File: src/rtl/imsharp_pkg.sv
// Shared constants and helpers for the streaming 5x5 Gaussian unsharp sharpener.
// The kernel is symmetric and sums to KSUM; products accumulate in acc_w(PIX_W) bits.
package imsharp_pkg;

   localparam int unsigned K    = 5;
   localparam int unsigned KSUM = 4368;

   localparam int unsigned GK [K][K] = '{
      '{ 16,  64, 112,  64,  16},
      '{ 64, 256, 416, 256,  64},
      '{112, 416, 656, 416, 112},
      '{ 64, 256, 416, 256,  64},
      '{ 16,  64, 112,  64,  16}
   };

   // Full-scale window times KSUM never exceeds this width.
   function automatic int unsigned acc_w(input int unsigned pix_w);
      return pix_w + $clog2(KSUM);
   endfunction

   function automatic int unsigned sat_pix(input logic signed [31:0] d,
                                           input int unsigned       pix_w);
      int max_v;
      max_v = (1 << pix_w) - 1;
      if (d < 0) return 0;
      if (d > max_v) return unsigned'(max_v);
      return unsigned'(d);
   endfunction

endpackage

File: src/rtl/imsharp_linebuf.sv
// Column-addressed buffer of the previous LINES image rows.
// On each enabled access the addressed column slides up one line and the new pixel enters last.
module imsharp_linebuf #(
   parameter int unsigned PIX_W = 8,
   parameter int unsigned IMG_W = 64,
   parameter int unsigned LINES = 4,
   parameter int unsigned AW    = $clog2(IMG_W)
) (
   input  logic             clk_i,
   input  logic             en_i,
   input  logic [AW-1:0]    col_i,
   input  logic [PIX_W-1:0] pix_i,
   output logic [PIX_W-1:0] rd_o [LINES]
);

   logic [PIX_W-1:0] mem_q [LINES][IMG_W];
   logic [PIX_W-1:0] col_d [LINES];

   always_comb begin
      for (int unsigned l = 0; l < LINES; l++) begin
         rd_o[l] = mem_q[l][col_i];
      end
      for (int unsigned l = 0; l < LINES - 1; l++) begin
         col_d[l] = mem_q[l+1][col_i];
      end
      col_d[LINES-1] = pix_i;
   end

   always_ff @(posedge clk_i) begin
      if (en_i) begin
         for (int unsigned l = 0; l < LINES; l++) begin
            mem_q[l][col_i] <= col_d[l];
         end
      end
   end

endmodule

File: src/rtl/imsharp_stream.sv
// Streaming 5x5 Gaussian unsharp sharpener: raster pixels in, sharpened interior pixels out.
// out = sat(2*centre - (conv >> SHIFT)), with a bypass that forwards the window centre.
module imsharp_stream
   import imsharp_pkg::*;
#(
   parameter int unsigned PIX_W = 8,
   parameter int unsigned IMG_W = 64,
   parameter int unsigned IMG_H = 64,
   parameter int unsigned SHIFT = 12
) (
   input  logic             clk,
   input  logic             Reset,
   input  logic             in_valid,
   output logic             in_ready,
   input  logic             in_sof,
   input  logic [PIX_W-1:0] in_pixel,
   input  logic             bypass,
   output logic             out_valid,
   input  logic             out_ready,
   output logic [PIX_W-1:0] out_pixel,
   output logic             out_last
);

   localparam int unsigned ACC_W = acc_w(PIX_W);
   localparam int unsigned CW    = $clog2(IMG_W);
   localparam int unsigned RW    = $clog2(IMG_H);

   logic en, hs, win_ok, last_px;
   logic [CW-1:0] col_q, col_d, pos_col;
   logic [RW-1:0] row_q, row_d, pos_row;

   logic [PIX_W-1:0] lb_rd [K-1];
   logic [PIX_W-1:0] win_q [K][K];
   logic [PIX_W-1:0] win_d [K][K];
   logic             s0_valid_q, s0_valid_d, s0_bypass_q, s0_bypass_d, s0_last_q, s0_last_d;

   logic [ACC_W-1:0] prod_q [K][K];
   logic [ACC_W-1:0] prod_d [K][K];
   logic [PIX_W-1:0] s1_centre_q, s1_centre_d;
   logic             s1_valid_q, s1_valid_d, s1_bypass_q, s1_bypass_d, s1_last_q, s1_last_d;

   logic [ACC_W-1:0] sum_q, sum_d, acc;
   logic [PIX_W-1:0] s2_centre_q, s2_centre_d;
   logic             s2_valid_q, s2_valid_d, s2_bypass_q, s2_bypass_d, s2_last_q, s2_last_d;

   logic [ACC_W+1:0]        twice_c, conv_sh;
   logic signed [ACC_W+1:0] diff;
   logic [PIX_W-1:0]        out_pixel_q, out_pixel_d;
   logic                    out_valid_q, out_valid_d, out_last_q, out_last_d;

   // Counters and handshake; in_sof relocates the accepted pixel to (0,0).
   always_comb begin
      en      = !out_valid_q || out_ready;
      hs      = in_valid && en;
      pos_col = in_sof ? '0 : col_q;
      pos_row = in_sof ? '0 : row_q;
      win_ok  = !in_sof && (pos_row >= RW'(4)) && (pos_col >= CW'(4));
      last_px = (pos_row == RW'(IMG_H - 1)) && (pos_col == CW'(IMG_W - 1));
      col_d   = col_q;
      row_d   = row_q;
      if (hs) begin
         if (pos_col == CW'(IMG_W - 1)) begin
            col_d = '0;
            row_d = (pos_row == RW'(IMG_H - 1)) ? '0 : pos_row + 1'b1;
         end else begin
            col_d = pos_col + 1'b1;
            row_d = pos_row;
         end
      end
   end

   imsharp_linebuf #(
      .PIX_W(PIX_W),
      .IMG_W(IMG_W),
      .LINES(K - 1),
      .AW   (CW)
   ) u_linebuf (
      .clk_i(clk),
      .en_i (hs),
      .col_i(pos_col),
      .pix_i(in_pixel),
      .rd_o (lb_rd)
   );

   // S0: window shifts left; the rightmost column is the four buffered lines plus the new pixel.
   always_comb begin
      win_d       = win_q;
      s0_bypass_d = s0_bypass_q;
      s0_last_d   = s0_last_q;
      s0_valid_d  = s0_valid_q;
      if (en) s0_valid_d = hs && win_ok;
      if (hs) begin
         for (int unsigned r = 0; r < K; r++) begin
            for (int unsigned c = 0; c < K - 1; c++) begin
               win_d[r][c] = win_q[r][c+1];
            end
         end
         for (int unsigned r = 0; r < K - 1; r++) begin
            win_d[r][K-1] = lb_rd[r];
         end
         win_d[K-1][K-1] = in_pixel;
         s0_bypass_d     = bypass;
         s0_last_d       = last_px;
      end
   end

   // S1 products and S2 sum.
   always_comb begin
      prod_d      = prod_q;
      s1_centre_d = s1_centre_q;
      s1_bypass_d = s1_bypass_q;
      s1_last_d   = s1_last_q;
      s1_valid_d  = s1_valid_q;
      acc         = '0;
      for (int unsigned r = 0; r < K; r++) begin
         for (int unsigned c = 0; c < K; c++) begin
            acc = acc + prod_q[r][c];
         end
      end
      sum_d       = sum_q;
      s2_centre_d = s2_centre_q;
      s2_bypass_d = s2_bypass_q;
      s2_last_d   = s2_last_q;
      s2_valid_d  = s2_valid_q;
      if (en) begin
         for (int unsigned r = 0; r < K; r++) begin
            for (int unsigned c = 0; c < K; c++) begin
               prod_d[r][c] = ACC_W'(win_q[r][c]) * ACC_W'(GK[r][c]);
            end
         end
         s1_centre_d = win_q[2][2];
         s1_bypass_d = s0_bypass_q;
         s1_last_d   = s0_last_q;
         s1_valid_d  = s0_valid_q;
         sum_d       = acc;
         s2_centre_d = s1_centre_q;
         s2_bypass_d = s1_bypass_q;
         s2_last_d   = s1_last_q;
         s2_valid_d  = s1_valid_q;
      end
   end

   // S3: sharpen and clamp; the output register holds while stalled.
   always_comb begin
      twice_c     = (ACC_W + 2)'(s2_centre_q) << 1;
      conv_sh     = (ACC_W + 2)'(sum_q >> SHIFT);
      diff        = $signed(twice_c) - $signed(conv_sh);
      out_pixel_d = out_pixel_q;
      out_last_d  = out_last_q;
      out_valid_d = out_valid_q;
      if (en) begin
         out_valid_d = s2_valid_q;
         if (s2_valid_q) begin
            out_pixel_d = s2_bypass_q ? s2_centre_q : PIX_W'(sat_pix(32'(diff), PIX_W));
            out_last_d  = s2_last_q;
         end
      end
   end

   always_ff @(posedge clk) begin
      if (Reset) begin
         col_q       <= '0;
         row_q       <= '0;
         s0_valid_q  <= 1'b0;
         s1_valid_q  <= 1'b0;
         s2_valid_q  <= 1'b0;
         out_valid_q <= 1'b0;
         out_pixel_q <= '0;
         out_last_q  <= 1'b0;
      end else begin
         col_q       <= col_d;
         row_q       <= row_d;
         s0_valid_q  <= s0_valid_d;
         s1_valid_q  <= s1_valid_d;
         s2_valid_q  <= s2_valid_d;
         out_valid_q <= out_valid_d;
         out_pixel_q <= out_pixel_d;
         out_last_q  <= out_last_d;
      end
   end

   always_ff @(posedge clk) begin
      win_q       <= win_d;
      s0_bypass_q <= s0_bypass_d;
      s0_last_q   <= s0_last_d;
      prod_q      <= prod_d;
      s1_centre_q <= s1_centre_d;
      s1_bypass_q <= s1_bypass_d;
      s1_last_q   <= s1_last_d;
      sum_q       <= sum_d;
      s2_centre_q <= s2_centre_d;
      s2_bypass_q <= s2_bypass_d;
      s2_last_q   <= s2_last_d;
   end

   assign in_ready  = en;
   assign out_valid = out_valid_q;
   assign out_pixel = out_pixel_q;
   assign out_last  = out_last_q;

endmodule
File: config.mk
export PLATFORM = sky130hd
export DESIGN_NAME = imsharp_stream
export DESIGN_NICKNAME = d
export VERILOG_FILES = /design/src/rtl/imsharp_pkg.sv /design/src/rtl/imsharp_linebuf.sv /design/src/rtl/imsharp_stream.sv
export SDC_FILE = /design/constraint.sdc
export NUM_CORES = 2
export LEC_CHECK = 0
export ABC_AREA = 1
export CORE_MARGIN = 2
export CORE_UTILIZATION = 37
export DETAILED_ROUTE_END_ITERATION = 6
export GPL_TIMING_DRIVEN = 1
export PLACE_DENSITY = 0.57
export SLEW_MARGIN = 0
export SYNTH_ARGS = -nofsm -noshare
export SYNTH_HDL_FRONTEND = slang
export SYNTH_SLANG_ARGS = --single-unit
File: constraint.sdc
create_clock -name clk -period 27.5 [get_ports clk]
set_clock_uncertainty 0.15 [all_clocks]
set_input_delay 5.5 -clock clk [delete_from_list [all_inputs] [get_ports clk]]
set_output_delay 5.5 -clock clk [all_outputs]
set_load 0.02 [all_outputs]
**Word level (Yosys, flattened, before mapping)**

Memory sizes are Yosys's and may differ from the RTL's.
Index checks and enable logic that the tools add are counted.

- Register bits after elaboration: 502
- Bits in writable memories: 2,048
- Word-level logic and storage cells: 155
- Memories kept: 1

Memory list:

| memory | depth | width | read ports | clocked after memory_dff | write ports | line | source |
|---|---|---|---|---|---|---|---|
| u_linebuf.mem_q | 4 | 512 | 4 | 0 | 4 | imsharp_linebuf.sv:16 | `logic [PIX_W-1:0] mem_q [LINES][IMG_W];` |

- Add/sub/neg operators: 27
- $mul: 9
- Magnitude comparators: 6
- Equality and inequality tests: 2
- Multiplexer cells: 32
- Bitwise operators: 1
- Reduce and logical (&&, ||, !) cells: 10

Operators with widths:

| kind | count |
|---|---|
| $mux W512 | 1 |
| $bmux W8 S6 | 4 |
| $add A21 B14 Y21 | 5 |
| $mux W8 | 13 |
| $add A21 B15 Y21 | 3 |
| $add A21 B16 Y21 | 3 |
| $add A21 B17 Y21 | 3 |
| $demux W8 S6 | 1 |
| $mul A8 B4 Y12 const B | 4 |
| $mul A8 B3 Y11 const B | 4 |
| $add A21 B12 Y21 | 2 |
| $mux W6 | 5 |
| $add A20 B17 Y21 | 1 |
| $add A21 B18 Y21 | 1 |
| $add A19 B16 Y20 | 1 |
| $add A18 B14 Y19 | 1 |
| $add A17 B12 Y18 | 1 |
| $add A16 B14 Y17 | 1 |
| $add A15 B15 Y16 | 1 |
| $add A12 B14 Y15 | 1 |
| $mul A8 B6 Y14 const B | 1 |
| $add A6 B1 Y6 const B | 2 |
| $eq A6 B6 Y1 const B | 2 |
| $ge A6 B3 Y1 const B | 2 |
| other kinds (11) | 24 |

**Logic depth before layout (Yosys ltp)**

- Word-level depth: 24
- Gate-level depth with buffers: 22
- Gate-level depth less buffers: 22

**Cells and area by module**

From an unflattened synthesis, not the netlist that was laid out.

- Cell total of the unflattened synthesis: 10,397
- Area total of the unflattened synthesis: 113,202.3 sq um

By module, submodules not included:

| module | times used | cells each | area each (sq um) | seq. area each (sq um) |
|---|---|---|---|---|
| imsharp_linebuf | 1 | 8,417 | 86,276.5 | 61,499.0 |
| imsharp_stream | 1 | 1,980 | 26,925.8 | 14,373.8 |

**Least setup slack after synthesis**

OpenSTA, ideal clock, no wires.

- Path type: input to register
- From: input port out_ready
- To: memory u_linebuf.mem_q[0][496] (netlist name), enable pin
- Data arrival time: 20.171 ns
- Slack: 6.758 ns
- Cell stages on the path: 7
- Cells stage by stage: nor2_1 inv_1 nand2_1 clkinv_1 clkbuf_1 nand2_1 nor2_1

RTL lines:

| element | line | source |
|---|---|---|
| start: declaration | imsharp_stream.sv:19 | `input logic out_ready,` |
| end: declaration | imsharp_linebuf.sv:16 |  |

**Worst setup path after layout**

- From: input port out_ready
- To: output port in_ready

- Cells in the longest elaborated chain, start to end: 1

Ends and longest elaborated chain:

| element | line | source |
|---|---|---|
| $logic_or A1 B1 Y1 | imsharp_stream.sv:53 | `en = !out_valid_q \|\| out_ready;` |
| end: declaration | imsharp_stream.sv:14 | `output logic in_ready,` |

No other way between the ends.

==> metrics <==
FMAX 76.7 MHz; flops & latches, synth 2535; I/O pin count 25; Yosys top cell by area edfxtp_1; Worst Setup End Kind output port; CP cell instances clkdlybuf4s50_1 > nor2_1 > inv_8 > clkdlybuf4s50_1; Initial Util 37.1%; final core occ 41.5%; via count 72800; Setup violations, final 0; Layout Nets 10600; failing checks design-rule violations; slowest cell delay on critical path 0.64 ns; vias per cell 5.09; unrepaired setup endpoints after global routing no; Post-route DRC 2; depth of the CTS H-tree 5; setup_tns 0 ns; initial antenna violation count 18; register area share after synthesis 67.7%; Worst Tran Pin Value 1.37 ns; critical path's slowest cell clkdlybuf4s50_1; core area 302000 um2; Yosys top cell area share 67.3%; post_cts resized 0; CTS tree done; CTS Buf Count 270; commonest non-fill, non-tap cell in the layout nand2_1; Max Root-Sink Buffers 4; commonest non-fill, non-tap cells in the layout 5091 x nand2_1, 2510 x edfxtp_1, 646 x inv_1, 276 x clkbuf_16, 261 x fa_1; Port-buffer cells 24; CP most frequent cell clkdlybuf4s50_1; Cell Area, Synth 112000 um2; layout overhead on the synthesized area 11.8%; number of setup buffers added after CTS 0; largest net degree at the start of global routing 139; synthesized instance count 10100; CP arrival 7.39 ns; Post-synth ARST share 0%; Critical Path Start Type input port; max_slew headroom 8.64%; Hold WC Path Type register to register; CTS clk-pin slew, worst paths 0.06 ns; Chip Height 554 um; required time worst endpoint 21.85 ns; YS warnings 0; CTS root buf clkbuf_16; WP buf/inv 3; Final Hold Viols 0; Unique masters post-synth 37; layout cells sized above 1 6.25%; Avg Inst Size Synth 11.1 um2; # fillers 28100; Post-DRT Antenna Nets 0; Final Cycle Share 47.4%; status finished with violations; Clock Latency Late Sink 0.86 ns; Slew Limit Fails 0; Die Area 307000 um2; Crit Path Category input port to output port; Main synth FF type edfxtp_1; Post-synth EDFFs 2510; Die W 554 um; # clock sinks 2535; crit path time final 13.04 ns; DR pass1 iterations 7; first-pass GRT wire length 488 mm; GRT Overall Usage 21.7%; family with the most delay on the worst path buffers and inverters; Synth Net Count 10600; hpwl dp 190 mm; Avg WL per Cell 23.7 um; row cnt 202; synth top area cells edfxtp_1 67%, nand2_1 17%, fa_1 4.7%, ha_1 2.2%, inv_1 2.2%; CP max FO 61; GR Overflow Total 0; drt initial violations 8892; Hold-fix buffers, CTS 0; vias in the first global route 69500; final wirelength 340 mm; max-cap check violation count 0; routability cong. 0.877
==> flip-flops by register name (all words and copies together) (netlist names), 6 cells and up <==
signal	count
col_q	6
out_pixel	8
prod_q	231
row_q	6
s1_centre_q	8
s2_centre_q	8
sum_q	9
u_linebuf.mem_q	2048
win_q	200
==> metrics by stage <==
| step | setup slack (ns) | instances | area (um2) | hold WS (ns) |
|---|---|---|---|---|
| floorplan | 6.76 | 10100 | 112000 | 0.250 |
| global placement | 14.49 | 13800 | 117000 | 0.253 |
| detailed placement | 14.44 | 13800 | 117000 | 0.255 |
| CTS | 14.44 | 14300 | 125000 | 0.264 |
| global route | 14.34 | 14300 | 125000 | 0.271 |
| finish | 14.46 | 14300 | 125000 | 0.258 |
==> synthesized netlist by cell type, types with 22 or more instances <==
master / number
o211ai_1: 45
o21ai_0: 61
fa_1: 261
nand2_1: 5115
clkbuf_1: 56
a21oi_1: 159
dfxtp_1: 25
nand4_1: 22
nor2_1: 221
xor2_1: 61
nand3_1: 237
inv_1: 647
ha_1: 197
edfxtp_1: 2510
buf_2: 330
==> worst reg2reg max path: cells and delay by family, from the launching register on <==
family	cells	cell delay (ns)
buffers and inverters	4	3.10
flip-flops	1	0.61
AND/OR/NAND/NOR	11	2.50
==> final cells by class <==
type                    count  area, um2  share of cell area, %
flip-flops and latches   2535      75900                   60.6
multi-input cells        6467      32300                   25.8
clock buffers             346       7190                   5.74
well taps                3978       4980                   3.97
inverters                 662       2520                   2.01
repair buffers            189       1500                   1.20
clock inverters           124        895                  0.714
diodes                      5       12.5                0.00999
==> final timing paths <==
| kind | startpoint | endpoint | slack (ns) | depth (start not counted) |
|---|---|---|---|---|
| min reg2reg | win_q[198] | prod_q[514] | 0.26 | 0 |
| min | win_q[198] | prod_q[514] | 0.26 | 0 |
| max reg2reg | col_q[0] | u_linebuf.mem_q[1][490] | 20.73 | 15 |
| max | out_ready | in_ready | 14.46 | 4 |
==> layer usage <==
metal | routed length, um | track usage (%) | part of all wire [%] | vias to the layer above
li1 | - | - | - | 33000
met5 | 0 | 0 | 0 | -
met4 | 15800 | 9.00 | 4.6 | 0
met3 | 30400 | 3.28 | 8.9 | 660
met2 | 156000 | 34.6 | 46 | 3302
met1 | 138000 | 29.7 | 41 | 35900
==> cell families (layout without fill, tap and decap cells) <==
group | count (synthesis) | count (layout) | share of synthesized area, %
xor+xnor | 73 | 73 | 0.571
fa+ha+maj | 458 | 458 | 6.86
flops | 2535 | 2535 | 67.7
simple gates | 5640 | 5640 | 19.3
compound gates | 296 | 296 | 1.45
buf+inv | 1080 | 1321 | 4.07
other cells | 0 | 5 | 0
Power is not shown: default switching activity piles up to over one toggle a cycle in this logic, so the estimate is an artifact.
